<file path="config.mk">
export PLATFORM = sky130hd
export DESIGN_NAME = encoder_period_frontend_flat
export DESIGN_NICKNAME = d
export VERILOG_FILES = /design/src/rtl/encoder_period_frontend_if.sv /design/src/rtl/encoder_period_frontend.sv /design/src/flat_wrapper.sv
export SDC_FILE = /design/constraint.sdc
export NUM_CORES = 1
export LEC_CHECK = 0
export CAP_MARGIN = 20
export CORE_AREA = 2 2 119 144
export CTS_BUF_LIST = sky130_fd_sc_hd__clkbuf_2 sky130_fd_sc_hd__clkbuf_4 sky130_fd_sc_hd__clkbuf_8
export CTS_CLUSTER_SIZE = 10
export DETAILED_ROUTE_END_ITERATION = 12
export DIE_AREA = 0 0 121 146
export PLACE_DENSITY = 0.78
export SYNTH_ARGS = -nofsm -noshare
export SYNTH_HDL_FRONTEND = slang
export SYNTH_SLANG_ARGS = --single-unit
</file>
<file path="constraint.sdc">
create_clock -name clk -period 8 [get_ports clk]
set_input_delay 1.6 -clock clk [delete_from_list [all_inputs] [get_ports clk]]
set_output_delay 1.6 -clock clk [all_outputs]
set_load 0.1 [all_outputs]
</file>
<file path="src/rtl/encoder_period_frontend_if.sv">
// Measurement bundle leaving the encoder front end.
// Carries period, position and status to the speed loop.
interface encoder_period_frontend_if #(
  parameter int DATA_WIDTH = 16
);
  logic [DATA_WIDTH-1:0] period_speed;
  logic                  period_valid;
  logic [1:0]            direction;
  logic [DATA_WIDTH-1:0] position;
  logic                  stalled;
  logic                  illegal_edge;

  modport master (
    output period_speed,
    output period_valid,
    output direction,
    output position,
    output stalled,
    output illegal_edge
  );

  modport slave (
    input period_speed,
    input period_valid,
    input direction,
    input position,
    input stalled,
    input illegal_edge
  );
endinterface

</file>
<file path="src/rtl/encoder_period_frontend.sv">
// Quadrature encoder conditioning, decode and A-period averaging.
// Feeds period_speed of the BLDC speed controller.
module encoder_period_frontend #(
  parameter int DATA_WIDTH = 16,
  parameter int DEBOUNCE = 3,
  parameter int AVG_LOG2 = 2,
  parameter logic [DATA_WIDTH-1:0] TIMEOUT = 16'hFFF0
) (
  input  logic clk,
  input  logic reset,
  input  logic enable,
  input  logic encoder_a,
  input  logic encoder_b,
  encoder_period_frontend_if.master meas
);
  localparam int NAVG = 1 << AVG_LOG2;
  localparam int SW = DATA_WIDTH + AVG_LOG2;
  localparam int PW = (AVG_LOG2 > 0) ? AVG_LOG2 : 1;
  localparam logic [DATA_WIDTH-1:0] ONES = '1;
  localparam logic [DATA_WIDTH-1:0] ONE = DATA_WIDTH'(1);

  typedef enum logic [1:0] {
    IDLE,
    ARM,
    MEASURE
  } state_t;

  logic a_s1, a_s2, b_s1, b_s2;
  logic [DEBOUNCE-2:0] a_sh, b_sh;
  logic [DEBOUNCE-1:0] a_win, b_win;
  logic a_f, b_f;
  logic [1:0] ab_p;

  logic [1:0] idx_p, idx_c, idx_d;
  logic step_fwd, step_rev, step_ill;
  logic a_rise;

  state_t state_q, state_d;
  logic [DATA_WIDTH-1:0] cnt_q, cnt_d, cnt_inc;
  logic take, arm_hit, stall_hit;
  logic first_q;

  logic smp_vld_q, smp_first_q;
  logic [DATA_WIDTH-1:0] smp_q;

  logic [DATA_WIDTH-1:0] ring [NAVG];
  logic [PW-1:0] ptr_q, ptr_nxt;
  logic [SW-1:0] sum_q, sum_nxt;

  logic [DATA_WIDTH-1:0] per_q;
  logic per_vld_q;
  logic [1:0] dir_q;
  logic [DATA_WIDTH-1:0] pos_q;
  logic stall_q;
  logic ill_q;

  assign a_win = {a_sh, a_s2};
  assign b_win = {b_sh, b_s2};

  // Synchronize, debounce and remember the last filtered {A,B}.
  always_ff @(posedge clk or negedge reset) begin
    if (!reset) begin
      a_s1 <= 1'b0;
      a_s2 <= 1'b0;
      b_s1 <= 1'b0;
      b_s2 <= 1'b0;
      a_sh <= '0;
      b_sh <= '0;
      a_f  <= 1'b0;
      b_f  <= 1'b0;
      ab_p <= 2'b00;
    end else begin
      a_s1 <= encoder_a;
      a_s2 <= a_s1;
      b_s1 <= encoder_b;
      b_s2 <= b_s1;
      a_sh <= a_win[DEBOUNCE-2:0];
      b_sh <= b_win[DEBOUNCE-2:0];
      if (&a_win) a_f <= 1'b1;
      else if (~|a_win) a_f <= 1'b0;
      if (&b_win) b_f <= 1'b1;
      else if (~|b_win) b_f <= 1'b0;
      ab_p <= {a_f, b_f};
    end
  end

  // Gray position index: forward is +1, reverse -1, both-bit change 2.
  assign idx_p = {ab_p[0], ab_p[1] ^ ab_p[0]};
  assign idx_c = {b_f, a_f ^ b_f};
  assign idx_d = idx_c - idx_p;
  assign step_fwd = (idx_d == 2'd1);
  assign step_rev = (idx_d == 2'd3);
  assign step_ill = (idx_d == 2'd2);
  assign a_rise = a_f & ~ab_p[1];

  assign cnt_inc = (&cnt_q) ? cnt_q : cnt_q + ONE;

  // Period FSM next state, counter and event decode.
  always_comb begin
    state_d = state_q;
    cnt_d = cnt_q;
    take = 1'b0;
    arm_hit = 1'b0;
    stall_hit = 1'b0;
    if (!enable) begin
      state_d = IDLE;
      cnt_d = '0;
    end else begin
      unique case (state_q)
        IDLE: begin
          cnt_d = '0;
          state_d = ARM;
        end
        ARM: begin
          if (a_rise) begin
            cnt_d = ONE;
            state_d = MEASURE;
            arm_hit = 1'b1;
          end else begin
            cnt_d = cnt_inc;
            stall_hit = (cnt_q == TIMEOUT);
          end
        end
        MEASURE: begin
          if (a_rise) begin
            cnt_d = ONE;
            take = 1'b1;
          end else begin
            cnt_d = cnt_inc;
            if (cnt_q == TIMEOUT) begin
              stall_hit = 1'b1;
              state_d = ARM;
            end
          end
        end
        default: begin
          state_d = IDLE;
          cnt_d = '0;
        end
      endcase
    end
  end

  // FSM state, period counter and preload flag.
  always_ff @(posedge clk or negedge reset) begin
    if (!reset) begin
      state_q <= IDLE;
      cnt_q   <= '0;
      first_q <= 1'b0;
    end else begin
      state_q <= state_d;
      cnt_q   <= cnt_d;
      if (!enable) first_q <= 1'b0;
      else if (arm_hit) first_q <= 1'b1;
      else if (take) first_q <= 1'b0;
    end
  end

  // Capture the finished period one cycle after the edge.
  always_ff @(posedge clk or negedge reset) begin
    if (!reset) begin
      smp_vld_q   <= 1'b0;
      smp_first_q <= 1'b0;
      smp_q       <= '0;
    end else begin
      smp_vld_q <= take;
      if (take) begin
        smp_q       <= cnt_q;
        smp_first_q <= first_q;
      end
    end
  end

  assign ptr_nxt = (ptr_q == PW'(NAVG - 1)) ? '0 : ptr_q + 1'b1;

  // Running sum after this sample; first sample fills the window.
  always_comb begin
    if (smp_first_q) sum_nxt = SW'(smp_q) << AVG_LOG2;
    else sum_nxt = sum_q - SW'(ring[ptr_q]) + SW'(smp_q);
  end

  // Average window, decode results and status outputs.
  always_ff @(posedge clk or negedge reset) begin
    if (!reset) begin
      for (int i = 0; i < NAVG; i++) ring[i] <= '0;
      ptr_q     <= '0;
      sum_q     <= '0;
      per_q     <= ONES;
      per_vld_q <= 1'b0;
      dir_q     <= 2'b00;
      pos_q     <= '0;
      stall_q   <= 1'b0;
      ill_q     <= 1'b0;
    end else begin
      per_vld_q <= 1'b0;
      ill_q     <= step_ill;
      unique case (1'b1)
        step_fwd: begin
          pos_q <= pos_q + ONE;
          dir_q <= 2'b10;
        end
        step_rev: begin
          pos_q <= pos_q - ONE;
          dir_q <= 2'b01;
        end
        default: ;
      endcase
      if (!enable) begin
        per_q   <= ONES;
        dir_q   <= 2'b00;
        stall_q <= 1'b0;
      end else if (stall_hit) begin
        per_q     <= ONES;
        per_vld_q <= 1'b1;
        dir_q     <= 2'b00;
        stall_q   <= 1'b1;
      end else begin
        if (a_rise) stall_q <= 1'b0;
        if (smp_vld_q) begin
          if (smp_first_q) begin
            for (int i = 0; i < NAVG; i++) ring[i] <= smp_q;
            ptr_q <= '0;
          end else begin
            ring[ptr_q] <= smp_q;
            ptr_q <= ptr_nxt;
          end
          sum_q     <= sum_nxt;
          per_q     <= DATA_WIDTH'(sum_nxt >> AVG_LOG2);
          per_vld_q <= 1'b1;
        end
      end
    end
  end

  assign meas.period_speed = per_q;
  assign meas.period_valid = per_vld_q;
  assign meas.direction    = dir_q;
  assign meas.position     = pos_q;
  assign meas.stalled      = stall_q;
  assign meas.illegal_edge = ill_q;

endmodule

</file>
<file path="src/flat_wrapper.sv">
// flat-port wrapper written by rule: the top's interface ports become plain ports
module encoder_period_frontend_flat 
#(
  parameter int DATA_WIDTH = 16,
  parameter int DEBOUNCE = 3,
  parameter int AVG_LOG2 = 2,
  parameter logic [DATA_WIDTH-1:0] TIMEOUT = 16'hFFF0
)
  (clk, reset, enable, encoder_a, encoder_b, meas_period_speed, meas_period_valid, meas_direction, meas_position, meas_stalled, meas_illegal_edge);
  encoder_period_frontend_if #(.DATA_WIDTH(DATA_WIDTH)) meas_i ();
  input  logic clk;
  input  logic reset;
  input  logic enable;
  input  logic encoder_a;
  input  logic encoder_b;
  output wire logic [$bits(meas_i.period_speed)-1:0] meas_period_speed;
  output wire logic [$bits(meas_i.period_valid)-1:0] meas_period_valid;
  output wire logic [$bits(meas_i.direction)-1:0] meas_direction;
  output wire logic [$bits(meas_i.position)-1:0] meas_position;
  output wire logic [$bits(meas_i.stalled)-1:0] meas_stalled;
  output wire logic [$bits(meas_i.illegal_edge)-1:0] meas_illegal_edge;
  assign meas_period_speed = meas_i.period_speed;
  assign meas_period_valid = meas_i.period_valid;
  assign meas_direction = meas_i.direction;
  assign meas_position = meas_i.position;
  assign meas_stalled = meas_i.stalled;
  assign meas_illegal_edge = meas_i.illegal_edge;
  encoder_period_frontend #(.DATA_WIDTH(DATA_WIDTH), .DEBOUNCE(DEBOUNCE), .AVG_LOG2(AVG_LOG2), .TIMEOUT(TIMEOUT)) u_core (.clk(clk), .reset(reset), .enable(enable), .encoder_a(encoder_a), .encoder_b(encoder_b), .meas(meas_i));
endmodule
</file>
; ---- After elaboration in Yosys (flattened, before gate mapping)
; Cells that the tools add are included.
[word_totals]
reg_bits = 170
in_bits = 5
output_inout_bits = 37
elab_cells = 119
[classes]
addsub = 7
n_lt_le_gt_ge = 2
n_eq_ne = 17
n_mux = 49
n_bitwise = 6
reduce_logical = 11
[op_table]
columns = operator, count
row1 = $mux 16, 10
row2 = $bwmux 64, 1
row3 = $mux 64, 1
row4 = $add 16x1->16 const B, 2
row5 = $bmux 16 s2, 1
row6 = $demux 16 s2, 1
row7 = $pmux 16 s2, 1
row8 = $mux 1, 22
row9 = $add 18x16->18, 1
row10 = $mux 18, 1
row11 = $sub 18x16->18, 1
row12 = $eq 16x16->1 const B, 1
row13 = $mux 2, 8
row14 = $reduce_and 16->1, 1
row15 = $sub 16x1->16 const B, 1
row16 = $reduce_and 3->1, 4
row17 = $ne 3x1->1 const B, 3
row18 = $eq 2x2->1 const B, 4
row19 = $ne 3x2->1 const B, 2
row20 = $pmux 2 s3, 1
row21 = $reduce_or 3->1, 2
row22 = $eq 2x1->1 const B, 2
row23 = $ne 2x1->1 const B, 2
row24 = $ne 4x1->1 const B, 1
row25 = other kinds (16), 18

; ---- Logic depth before layout (Yosys ltp)
[depth]
word_depth = 10
depth_mapped = 14

; ---- Worst setup path before layout
; Ideal clock, no wire load.
[synth_timing]
path_kind = flip-flop to flip-flop
start = register u_core.ptr_q[0]
end = register u_core.sum_q[17]
t_arrival_ns = 3.870
t_required_ns = 7.931
setup_slack_ns = 4.062
path_stages_with_launch = 14
n_path_buf = 2
period_less_slack_ns = 3.938
path_cell_list = dfrtp_1 clkbuf_1 buf_2 mux4_2 fa_1 inv_1 ha_1 a21oi_1 o21ai_0 o21ai_1 a41oi_1 xnor2_1 or4_1 nand3_1
[synth_between]
elab_chain_len = 7
[synth_rtl]
columns = element, line
row1 = "start, declared", encoder_period_frontend.sv:47  ; logic [PW-1:0] ptr_q, ptr_nxt;
row2 = "start signal, assigned", encoder_period_frontend.sv:225  ; ptr_q <= ptr_nxt;
row3 = $not 2->3 (not written as such), encoder_period_frontend.sv:179  ; else sum_nxt = sum_q - SW'(ring[ptr_q]) + SW'(smp_q);
row4 = $bmux 16 s2, encoder_period_frontend.sv:179
row5 = $mux 16 (not written as such) (2 in series), encoder_period_frontend.sv:179
row6 = $sub 18x16->18, encoder_period_frontend.sv:179
row7 = $add 18x16->18, encoder_period_frontend.sv:179
row8 = $mux 18, encoder_period_frontend.sv:178  ; if (smp_first_q) sum_nxt = SW'(smp_q) << AVG_LOG2;
row9 = "end signal, assigned", encoder_period_frontend.sv:227  ; sum_q <= sum_nxt;
row10 = "end, declared", encoder_period_frontend.sv:48  ; logic [SW-1:0] sum_q, sum_nxt;
; Every way passes these cells. The select of a mux whose other input is x is not followed.
; A chain may end at the register's enable or synchronous reset.

; ---- Worst setup path in the final report
[layout_timing]
start = register u_core.ptr_q[1]
end = register u_core.per_q[13] (netlist: u_core.meas.period_speed[13])
[layout_between]
elab_chain_len = 10
[layout_rtl]
columns = element, line
row1 = $not 2->3 (not written as such), encoder_period_frontend.sv:179
row2 = $bmux 16 s2, encoder_period_frontend.sv:179
row3 = $mux 16 (not written as such) (2 in series), encoder_period_frontend.sv:179
row4 = $sub 18x16->18, encoder_period_frontend.sv:179
row5 = $add 18x16->18, encoder_period_frontend.sv:179
row6 = $mux 18, encoder_period_frontend.sv:178
row7 = $mux 16, encoder_period_frontend.sv:219  ; if (smp_vld_q) begin
row8 = $mux 16, encoder_period_frontend.sv:212  ; end else if (stall_hit) begin
row9 = $mux 16, encoder_period_frontend.sv:208  ; if (!enable) begin
row10 = "end signal, assigned", encoder_period_frontend.sv:228  ; per_q <= DATA_WIDTH'(sum_nxt >> AVG_LOG2);
row11 = "end, declared", encoder_period_frontend.sv:50  ; logic [DATA_WIDTH-1:0] per_q;
; Every way passes these cells. The select of a mux whose other input is x is not followed.

==> qor.yml <==
run_status:
  status: "complete, no violations"
die:
  die_height_um: 146
  coreArea_mm2: 0.0161
  dieArea_mm2: 0.0177
  fp-row-count: 51
  ios: 42
  initial_core_util_pct: 59.1
  die-width_um: 121
global_route:
  antenna_found_initial: 0
  grt_pass1_vias: 6434
  grt_max_degree: 87
  grt_usage_pct: 22.9
  grt-ovfl-total: 0
  grt_pass1_wl_um: 31800
yosys:
  synth_edf_count: 0
  synthCells: 865
  ys_seq_area_share_pct: 44.8
  async_flop_share_pct: 100
  ys_warn_count: 0
  ys_types: 60
  synth_ff_type: "dfrtp_1"
  syn_avg_cell_area_um2: 11.0
  netlist_area_mm2: 0.00954
  synth_seq_cells: 170
  syn_nets: 929
finish:
  nNetsFinal: 966
  multi_input_area_mm2: 0.00477
  drive_gt1_share_pct: 18.1
  regArea_mm2: 0.00427
  n_antenna_cell: 0
  n_fill_cell: 1212
  area_delta_synth_final_pct: 10.9
critical_path:
  crit_path_end_kind: "flop"
  critPathSlowestCell: "dfrtp_1"
  crit_buf_inv: 1
  cp.required_ns: 8.40
  cp_slowest_stage_delay_ns: 0.89
  start_kind: "flop"
  crit_chain: "mux4_2 -> fa_1 -> inv_1 -> ha_1 -> o21ai_0 -> o21ai_1 -> nand2_1 -> o31ai_1 -> mux2i_1 -> nor3_1 -> a211o_1"
  worstPathMaxFanout: 19
  criticalPathCategory: "reg -> reg"
  critPathArrivalTime_ns: 4.41
  critPathTopFamily: "compound AO/OA/AOI/OAI gates"
sta:
  rsz0062_at_grt: "no"
  fin_crit_ns: 4.01
  fin_setup_tns_ns: 0
  timing.final.hold_violations: 0
  worst_slack_ns: 3.99
  tightest_slew_ns: 0.995
  finalSetupViolations: 0
  post-route-period-util_pct: 50.2
  relSlewSlack_pct: 33.4
  slew_viol_final: 0
  fmax_ghz: 0.249
  fin_skew_ns: 0.0168
placement:
  gp_congestion: 0.857
  port_buffers: 41
  place_ws_ns: 3.62
  dp.final_hpwl_um: 13600
drt:
  route.vias.total: 6404
  drcViolationCount: 0
  viasPerCell: 5.69
  ant_nets: 0
  drt-total-wl_um: 19200
  drtPass1Iterations: 6
  avgRoutedWirePerCell_um: 17.0
  drt-initial-drc-count: 448
clock_network:
  post_cts_buffers: 0
  cts_hold_buffers: 0
  clk-insertion-delay-late_ns: 0.47
  ctsResizeCount: 0
  cts_made_buffers: 17
  clockRootBuffer: "clkbuf_8"
  cts_tree: "yes"
  max-clock-path-buffers: 2
  cts.sinks: 170
  clkTransAtPathRegs_ns: 0.09
  htree_levels: 4
min_path:
  hp-class: "reg -> reg"
power:
  power_frac_clock_pct: 21.0
  p_int_mw: 1.75
  p_sw_share_pct: 42.9
  switching_power_mw: 1.31
  seq_power_share_pct: 33.3
  ir_worst_vdd_v: 0.000185
  p_leak_nw: 4.98
  cellPowerDensity_mw_per_mm2: 289
  power_frac_comb_pct: 45.7
flow_run:
  drv_cap: 0
## final timing paths
| kind | startpoint | to | slack, ns | cells past startpoint |
|---|---|---|---|---|
| min in group asynchronous | reset | u_core.meas.position[10] | 1.18 | 1 |
| max reg2reg | u_core.ptr_q[1] | u_core.meas.period_speed[13] | 3.99 | 11 |
| min reg2reg | u_core.a_s1 | u_core.a_s2 | 0.36 | 0 |
| max | u_core.ptr_q[1] | u_core.meas.period_speed[13] | 3.99 | 11 |
| max in group asynchronous | reset | u_core.ring[58] | 5.71 | 3 |
| min | u_core.a_s1 | u_core.a_s2 | 0.36 | 0 |
## state kept, by name (all words and copies together) (netlist names), 2 cells and up
signal,cells
u_core.ring,64
u_core.meas.period_speed,16
u_core.smp_q,16
u_core.sum_q,18
u_core.ptr_q,2
u_core.a_sh,2
u_core.b_sh,2
u_core.cnt_q,16
u_core.meas.position,16
u_core.ab_p,2
u_core.meas.direction,2
u_core.state_q,2
## routing by layer
| metal | track usage [%] | wire (um) |
|---|---|---|
| met1 | 30.7 | 8560 |
| met2 | 37.6 | 9640 |
| met3 | 4.94 | 694 |
| met4 | 6.34 | 293 |
| met5 | 0 | 0 |
## cell usage after synthesis (all sizes together), types with 15 or more instances
master	count	area share, %
o21ai	58	3.1
mux2	79	11
clkbuf	16	0.63
fa	17	3.6
mux4	16	3.8
nor3	26	1.4
a21oi	44	2.3
ha	42	5.5
dfstp	16	4.4
inv	90	3.5
nand2	62	2.6
nand3	24	1.3
nor2	63	3.2
xnor2	22	2.0
dfrtp	154	40
buf	15	1.0
xor2	22	2.0
## layout by cell type, fill, tap and decap left out, types with 4 or more instances in the layout
| cell type | instances |
|---|---|
| nor3_1 | 26 |
| ha_1 | 42 |
| mux2_4 | 40 |
| xor2_1 | 22 |
| mux2i_1 | 7 |
| inv_1 | 89 |
| o31ai_1 | 4 |
| nor2_8 | 4 |
| clkinv_2 | 4 |
| xnor2_1 | 22 |
| o21ai_1 | 4 |
| o21a_1 | 5 |
| nand2b_1 | 4 |
| o21bai_1 | 6 |
| a211oi_1 | 8 |
| mux2_2 | 39 |
| nand2_1 | 61 |
| a21o_1 | 9 |
| buf_4 | 5 |
| mux4_2 | 16 |
| fa_1 | 17 |
| a21oi_1 | 44 |
| clkbuf_8 | 19 |
| clkdlybuf4s50_1 | 40 |
| nand3_1 | 24 |
| o21ai_0 | 53 |
| nor2_1 | 59 |
| a31oi_1 | 8 |
| nor2b_1 | 6 |
| nand4_1 | 7 |
| dfrtp_1 | 154 |
| dfstp_2 | 16 |
## cell families (layout without fill, tap and decap cells)
group / count (synthesis) / in the layout / synth area share [%]
compound gates: 162 / 162 / 10.5
flops: 170 / 170 / 44.8
xor+xnor: 44 / 44 / 4.04
buf+inv: 121 / 170 / 5.21
mux: 102 / 102 / 15.4
fa+ha+maj: 59 / 59 / 9.08
simple gates: 207 / 207 / 10.9
## per-stage QoR
step	util, %	hold WS (ns)	instances	cell area (um2)	power, mW
after CTS	65.1	0.361	1123	10500	3.07
after global routing	65.5	0.371	1126	10600	3.25
after detailed placement	62.5	0.341	1092	10100	2.42
after global placement	62.5	0.332	1092	10100	2.39
after floorplan	-	0.331	865	9540	2.13
final	65.5	0.360	1126	10600	3.06
## power groups by stage
stage	sequential, mW	clock (mW)	combinational (mW)
6_report	1.02	0.643	1.40
2_1_floorplan	1.35	0	0.778
4_1_cts	1.03	0.656	1.37
3_5_place_dp	1.05	0	1.37
3_3_place_gp	1.05	0	1.35
5_1_grt	1.03	0.686	1.53
## cell type report
class	count	area share, %
Clock inverter	11	1.37
Tap cell	212	2.51
Timing Repair Buffer	49	4.87
Sequential cell	170	40.4
Inverter	90	3.19
Clock buffer	20	2.54
Multi-Input combinational cell	574	45.1
## worst register-to-register path, delay by kind of cell (launching register included)
family,cells,cell delay (ns)
AO/OA/AOI/OAI,4,1.20
adder cells (fa/ha/maj),2,0.84
buffers and inverters,1,0.04
flip-flops,1,0.89
multiplexers,2,0.75
AND/OR/NAND/NOR,2,0.23
Note: power is estimated with default switching activity, not from simulation.
